File: config.mk
export PLATFORM = sky130hd
export DESIGN_NAME = sum_display_driver_flat
export DESIGN_NICKNAME = d
export VERILOG_FILES = /design/src/rtl/sum_disp_pkg.sv /design/src/rtl/sum_display_driver_if.sv /design/src/rtl/seg7_decoder.sv /design/src/rtl/sum_display_driver.sv /design/src/flat_wrapper.sv
export SDC_FILE = /design/constraint.sdc
export NUM_CORES = 1
export LEC_CHECK = 0
export ABC_AREA = 1
export CORE_ASPECT_RATIO = 1.1
export CORE_MARGIN = 3
export CORE_UTILIZATION = 43
export CTS_CLUSTER_SIZE = 24
export DETAILED_ROUTE_END_ITERATION = 12
export GPL_ROUTABILITY_DRIVEN = 0
export HOLD_SLACK_MARGIN = 0.02
export PLACE_DENSITY = 0.65
export SLEW_MARGIN = 10
export SYNTH_ARGS = -nofsm -noshare
export SYNTH_HDL_FRONTEND = slang
export SYNTH_HIERARCHICAL = 1
export SYNTH_SLANG_ARGS = --single-unit
File: constraint.sdc
create_clock -name clk -period 2 [get_ports clk]
set_input_delay 0.4 -clock clk [delete_from_list [all_inputs] [get_ports clk]]
set_output_delay 0.4 -clock clk [all_outputs]
set_load 0.02 [all_outputs]
File: src/rtl/sum_disp_pkg.sv
// Shared definitions for the sum display driver.
//   - scan_state_t : which of the four digit positions is being lit
//   - SEG_*        : active-low seven-segment patterns, bit order {g,f,e,d,c,b,a}
//   - SEG_TABLE    : the 16 hex patterns, indexable by the hex digit
//   - SEG_BLANK    : all segments dark
//   - next_digit() : scan order DIG0 -> DIG1 -> DIG2 -> DIG3 -> DIG0
package sum_disp_pkg;

  typedef enum logic [1:0] {
    DIG0 = 2'd0,
    DIG1 = 2'd1,
    DIG2 = 2'd2,
    DIG3 = 2'd3
  } scan_state_t;

  localparam logic [6:0] SEG_0 = 7'b1000000;
  localparam logic [6:0] SEG_1 = 7'b1111001;
  localparam logic [6:0] SEG_2 = 7'b0100100;
  localparam logic [6:0] SEG_3 = 7'b0110000;
  localparam logic [6:0] SEG_4 = 7'b0011001;
  localparam logic [6:0] SEG_5 = 7'b0010010;
  localparam logic [6:0] SEG_6 = 7'b0000010;
  localparam logic [6:0] SEG_7 = 7'b1111000;
  localparam logic [6:0] SEG_8 = 7'b0000000;
  localparam logic [6:0] SEG_9 = 7'b0010000;
  localparam logic [6:0] SEG_A = 7'b0001000;
  localparam logic [6:0] SEG_B = 7'b0000011;
  localparam logic [6:0] SEG_C = 7'b1000110;
  localparam logic [6:0] SEG_D = 7'b0100001;
  localparam logic [6:0] SEG_E = 7'b0000110;
  localparam logic [6:0] SEG_F = 7'b0001110;

  localparam logic [6:0] SEG_BLANK = 7'b1111111;

  // Element 0 sits in the least significant bits, so SEG_TABLE[h] is the pattern for h.
  localparam logic [15:0][6:0] SEG_TABLE = {
    SEG_F, SEG_E, SEG_D, SEG_C, SEG_B, SEG_A, SEG_9, SEG_8,
    SEG_7, SEG_6, SEG_5, SEG_4, SEG_3, SEG_2, SEG_1, SEG_0
  };

  function automatic scan_state_t next_digit(input scan_state_t s);
    scan_state_t n;
    case (s)
      DIG0:    n = DIG1;
      DIG1:    n = DIG2;
      DIG2:    n = DIG3;
      DIG3:    n = DIG0;
      default: n = DIG0;
    endcase
    return n;
  endfunction

endpackage

File: src/rtl/sum_display_driver_if.sv
// Capture bus carrying the adder result into the display driver.
//   load : capture strobe, sum is sampled on a clk edge where load=1
//   sum  : 5-bit unsigned adder result (0..31)
// Modports: master drives the bus, slave (the display driver) samples it.
interface sum_display_driver_if;
  logic       load;
  logic [4:0] sum;

  modport master (output load, output sum);
  modport slave  (input load, input sum);
endinterface

File: src/rtl/seg7_decoder.sv
// Combinational hex-to-seven-segment decoder.
//   hex : 4-bit digit 0..F
//   seg : active-low segments {g,f,e,d,c,b,a}
module seg7_decoder
  import sum_disp_pkg::*;
(
  input  logic [3:0] hex,
  output logic [6:0] seg
);

  // Table lookup of the active-low pattern
  always_comb begin
    seg = SEG_TABLE[hex];
  end

endmodule

File: src/rtl/sum_display_driver.sv
// Four-digit multiplexed seven-segment driver for a 5-bit adder result.
// The held value is shown as: DIG0 = decimal ones, DIG1 = decimal tens,
// DIG2 = hex of value[3:0], DIG3 = value[4]. Each digit stays lit for
// REFRESH_DIV clk cycles.
//
// Parameters:
//   REFRESH_DIV : clk cycles per digit slot (>= 1)
// Ports:
//   clk   : system clock, rising edge
//   reset : asynchronous active-high reset
//   bus   : capture bus (load, sum), slave side
//   an    : digit anodes, active-low, registered
//   seg   : segments {g,f,e,d,c,b,a}, active-low, registered
//   dp    : decimal point, active-low, always off
// Build option:
//   SUM_DISP_LZ_BLANK_EN : when defined, a zero tens digit is left dark
//                          (slot timing is unaffected).
module sum_display_driver
  import sum_disp_pkg::*;
#(
  parameter int REFRESH_DIV = 100000
) (
  input  logic                       clk,
  input  logic                       reset,
  sum_display_driver_if.slave        bus,
  output logic [3:0]                 an,
  output logic [6:0]                 seg,
  output logic                       dp
);

  localparam int CW = (REFRESH_DIV > 1) ? $clog2(REFRESH_DIV) : 1;
  localparam logic [CW-1:0] TERM = CW'(REFRESH_DIV - 1);

  logic [4:0]    value;
  logic [CW-1:0] count;
  logic [CW-1:0] count_next;
  scan_state_t   state;
  scan_state_t   state_next;
  logic [1:0]    tens;
  logic [3:0]    ones;
  logic [3:0]    nibble;
  logic [6:0]    dec_seg;
  logic [3:0]    an_next;
  logic [6:0]    seg_next;

  assign dp = 1'b1;

  // Held value: captured on load, otherwise unchanged
  always_ff @(posedge clk or posedge reset) begin
    if (reset) begin
      value <= 5'd0;
    end else if (bus.load) begin
      value <= bus.sum;
    end else begin
      value <= value;
    end
  end

  // Scan state and refresh counter registers
  always_ff @(posedge clk or posedge reset) begin
    if (reset) begin
      state <= DIG0;
      count <= '0;
    end else begin
      state <= state_next;
      count <= count_next;
    end
  end

  // Refresh counter wraps at terminal count and advances the digit on the same edge
  always_comb begin
    count_next = count + CW'(1);
    state_next = state;
    if (count == TERM) begin
      count_next = '0;
      state_next = next_digit(state);
    end else begin
      count_next = count + CW'(1);
      state_next = state;
    end
  end

  // Decimal split by range compare; value is at most 31 so tens is 0..3
  always_comb begin
    tens = 2'd0;
    ones = 4'd0;
    if (value >= 5'd30) begin
      tens = 2'd3;
      ones = 4'(value - 5'd30);
    end else if (value >= 5'd20) begin
      tens = 2'd2;
      ones = 4'(value - 5'd20);
    end else if (value >= 5'd10) begin
      tens = 2'd1;
      ones = 4'(value - 5'd10);
    end else begin
      tens = 2'd0;
      ones = value[3:0];
    end
  end

  // Select the digit to show and its anode for the current scan state
  always_comb begin
    nibble  = 4'd0;
    an_next = 4'b1111;
    case (state)
      DIG0: begin
        nibble  = ones;
        an_next = 4'b1110;
      end
      DIG1: begin
        nibble  = {2'b00, tens};
        an_next = 4'b1101;
      end
      DIG2: begin
        nibble  = value[3:0];
        an_next = 4'b1011;
      end
      DIG3: begin
        nibble  = {3'b000, value[4]};
        an_next = 4'b0111;
      end
      default: begin
        nibble  = 4'd0;
        an_next = 4'b1111;
      end
    endcase
  end

  seg7_decoder u_dec (
    .hex (nibble),
    .seg (dec_seg)
  );

  // Segment pattern for the next cycle, with optional leading-zero blanking
  always_comb begin
    seg_next = dec_seg;
`ifdef SUM_DISP_LZ_BLANK_EN
    if ((state == DIG1) && (tens == 2'd0)) begin
      seg_next = SEG_BLANK;
    end else begin
      seg_next = dec_seg;
    end
`endif
  end

  // Output registers; the blanked tens slot also darkens its anode
  always_ff @(posedge clk or posedge reset) begin
    if (reset) begin
      an  <= 4'b1111;
      seg <= SEG_BLANK;
    end else begin
`ifdef SUM_DISP_LZ_BLANK_EN
      an  <= (seg_next == SEG_BLANK) ? 4'b1111 : an_next;
`else
      an  <= an_next;
`endif
      seg <= seg_next;
    end
  end

endmodule

File: src/flat_wrapper.sv
// flat-port wrapper written by rule: the top's interface ports become plain ports
module sum_display_driver_flat import sum_disp_pkg::*;
#(
  parameter int REFRESH_DIV = 100000
)
  (clk, reset, an, seg, dp, bus_load, bus_sum);
  sum_display_driver_if bus_i ();
  input  logic clk;
  input  logic reset;
  output logic [3:0] an;
  output logic [6:0] seg;
  output logic dp;
  input wire logic [$bits(bus_i.load)-1:0] bus_load;
  input wire logic [$bits(bus_i.sum)-1:0] bus_sum;
  assign bus_i.load = bus_load;
  assign bus_i.sum = bus_sum;
  sum_display_driver #(.REFRESH_DIV(REFRESH_DIV)) u_core (.clk(clk), .reset(reset), .bus(bus_i), .an(an), .seg(seg), .dp(dp));
endmodule
==> run_results.csv, run 1 <==
group,metric,value,unit
outcome,status,"complete, but fails checks",
outcome,violations,"setup timing",
logic_synthesis,yosys-top-cells-area,"dfrtp_1 28%, dfstp_2 13%, nand2_1 11%, ha_1 11%, inv_1 7.0%",
floorplanning,die_w,73.3,µm
critical_path,endpoint_kind,"flip-flop",
route,ant_nets,0,
clock_network,clk_pin_slew_worst_paths,0.08,ns
power_and_ir_drop,leakage,1.34,nW
final_layout,nets,334,
worst_hold_path,hp-start,"u_core/count[0]",
global_routing,grt.overflow.total,0,
global_routing,antenna_found_initial,0,
critical_path,crit_fanout,5,
clock_network,cts-root-buf,"clkbuf_8",
floorplanning,row_count,26,
route,dr.first_iter.drc_count,72,
clock_network,cts_tree,"done",
power_and_ir_drop,comb_power_share,31.6,%
clock_network,htreeDepth,2,
clock_network,clock_latency,0.29,ns
clock_network,clock_sinks,35,
logic_synthesis,yosysSeqAreaShare,41.5,%
clock_network,clockBufferDepth,2,
placed_design,port_buffers,18,
timing,grt_setup_unrepaired,"true",
worst_hold_path,holdPathEnd,"u_core/count[0]",
logic_synthesis,synth.yosys.warnings,6,
timing,finalCritPeriodShare,100,%
floorplanning,dieArea,5870,µm²
power_and_ir_drop,powerDensity,740,nW/µm²
timing,setup_viol,1,
timing,worst_slack,-0.00964,ns
final_layout,final_cell_mix,"47 x nand2_1, 33 x inv_1, 23 x dfrtp_1",
critical_path,path_class,"reg2reg",
power_and_ir_drop,internal_power,0.00146,W
critical_path,reg2reg_to,"u_core/seg[3]",
timing,fin_crit,2.01,ns
critical_path,worstReg2RegStart,"u_core/value[2]",
run,maxCapViolCount,0,
timing,drv_slew,0,
power_and_ir_drop,p_seq_share,38.6,%
route,wire_per_inst,12.8,µm
floorplanning,start_util,45.5,%
route,wirelength,4.66,mm
timing,tns,-0.00964,ns
global_routing,grt_pass1_vias,1738,
clock_network,numCtsBuffers,5,
final_layout,drive_gt1_share,33.3,%
route,via_per_inst,4.90,
timing,max_freq,0.498,GHz
logic_synthesis,synth.net_count,295,
worst_hold_path,hold_class,"reg2reg",
global_routing,track_usage,16.8,%
critical_path,startpoint_type,"flip-flop",
route,drc,0,
route,dr.pass1.iters,4,
worst_hold_path,worstHoldPathCells,1,
final_layout,final_common_cell,"nand2_1",
timing,hold_viol,0,
critical_path,r2r_setup_slack,-0.01,ns
final_layout,syn_to_final_growth,34.7,%
logic_synthesis,synth_seq_cells,35,
final_layout,antennaDiodeCount,0,
power_and_ir_drop,power.total,0.00214,W
placed_design,dp_hpwl,3.13,mm
global_routing,grt_first_pass_wirelength,7.71,mm
logic_synthesis,syn_area,2140,µm²
critical_path,cp.arrival,2.23,ns
timing,holdWs,0.466,ns
timing,skew,0.00702,ns
clock_network,postCtsHoldBufs,0,
floorplanning,core_area,4720,µm²
final_layout,fillers,391,
power_and_ir_drop,irDropWorstVdd,705,µV
final_layout,seqCellArea,891,µm²
critical_path,required,2.22,ns
logic_synthesis,synth_cell_types,26,
logic_synthesis,synthCells,269,
floorplanning,die_h,80.1,µm
logic_synthesis,yosys.area.top_type_share,28.0,%
global_routing,grt_max_degree,36,
power_and_ir_drop,swShare,31.6,%
logic_synthesis,synth_top_area_cell,"dfrtp_1",
power_and_ir_drop,clkPwrFrac,29.8,%
power_and_ir_drop,switchingPower,0.000675,W
critical_path,rr_worst_depth,15,
final_layout,multi_input_area,1290,µm²
logic_synthesis,avgSynthCellArea,7.97,µm²
floorplanning,ios,20,
route,num_vias,1789,
[flip-flops by register name, indices dropped and copies added (netlist names)]
signal / cells
u_core/seg: 7
u_core/state: 2
u_core/an: 4
u_core/count: 17
u_core/value: 5
[how the worst max path moves through the flow]
stage,start,slack (ns),endpoint
global placement,u_core/value[2],0.02,u_core/seg[3]
CTS,u_core/value[2],0.007,u_core/seg[3]
global route,u_core/value[2],-0.13,u_core/seg[3]
floorplan,u_core/value[1],0.02,u_core/seg[3]
detailed placement,u_core/value[2],-0.08,u_core/seg[3]
finish,u_core/value[2],-0.01,u_core/seg[3]
[cells by family (layout without fill, tap and decap cells)]
family | count (synthesis) | after routing | synth area share, %
AND/OR/NAND/NOR | 129 | 129 | 27.4
buffers and inverters | 49 | 89 | 9.33
flip-flops | 35 | 35 | 41.5
AO/OA/AOI/OAI | 26 | 26 | 6.59
adder cells (fa/ha/maj) | 18 | 18 | 10.5
XOR/XNOR | 11 | 11 | 4.49
other | 1 | 1 | 0.175
[per-stage QoR]
step / area, µm² / utilization [%] / std cells / worst slack, ns
global route: 2890 / 61.2 / 365 / -0.133
detailed placement: 2470 / 52.4 / 353 / -0.0803
floorplan: 2140 / - / 269 / 0.0231
CTS: 2610 / 55.3 / 363 / 0.00742
global placement: 2470 / 52.4 / 353 / 0.0174
finish: 2890 / 61.2 / 365 / -0.00964
[synthesized netlist by cell type]
| library cell | count |
|---|---|
| a21oi_1 | 11 |
| buf_2 | 1 |
| buf_4 | 2 |
| buf_6 | 1 |
| clkbuf_1 | 1 |
| conb_1 | 1 |
| dfrtp_1 | 24 |
| dfstp_2 | 11 |
| ha_1 | 18 |
| inv_1 | 40 |
| inv_2 | 4 |
| nand2_1 | 63 |
| nand2_2 | 4 |
| nand3_1 | 23 |
| nand3b_1 | 1 |
| nand4_1 | 8 |
| nor2_1 | 19 |
| nor2_2 | 6 |
| nor2_4 | 3 |
| nor3_1 | 1 |
| nor4_1 | 1 |
| o21ai_0 | 10 |
| o21ai_1 | 2 |
| o21ai_2 | 3 |
| xnor2_1 | 1 |
| xor2_1 | 10 |
[cell type report]
| type | count | area share [%] |
|---|---|---|
| Multi-Input combinational cell | 185 | 44.6 |
| Inverter | 44 | 6.41 |
| Clock inverter | 3 | 1.52 |
| Clock buffer | 5 | 2.38 |
| Sequential cell | 35 | 30.8 |
| Tap cell | 56 | 2.43 |
| Timing Repair Buffer | 37 | 11.8 |
[layer usage]
layer | global-route usage (%) | routed length, µm | vias to the layer above
li1 | - | - | 920
met1 | 22.3 | 2130 | 834
met2 | 26.1 | 2320 | 29
met3 | 3.13 | 116 | 6
met4 | 8.15 | 95 | 0
met5 | 0 | 0 | -
[worst max-delay path: stages, from the launching register on]
cell and delay [ns]:
dfrtp_2 0.45, inv_4 0.10, ha_4 0.12, nand4_1 0.15
nand2_1 0.15, nand2_2 0.08, nand2_2 0.08, nand2_1 0.05
nand2_1 0.06, nand2_2 0.06, nand2_4 0.14, inv_8 0.06
ha_4 0.27, nand2_2 0.04, nand3_2 0.05, nand2_1 0.06
[power by group through the flow]
| stage | Sequential (W) | Clock, W | Combinational (W) |
|---|---|---|---|
| after floorplan | 0.000900 | 0 | 0.000235 |
| after global placement | 0.000834 | 0 | 0.000492 |
| after detailed placement | 0.000835 | 0 | 0.000497 |
| after CTS | 0.000821 | 0.000662 | 0.000513 |
| after global routing | 0.000834 | 0.000688 | 0.000733 |
| final | 0.000826 | 0.000638 | 0.000675 |
[what timing repair did]
action                                  CTS  global route
pin swaps                                 0            23
cloned                                    0             1
endpoints found under the setup margin    6             7
resized for setup                         4            69
buffers inserted                          2             1
Power figures use the tool's default switching activity.
==> run 2: changes to the inputs <==
- CTS_BUF_LIST: unset -> sky130_fd_sc_hd__clkbuf_8
==> results of run 2 <==
Final layout, timing and power as in run 1 (identical DEF).
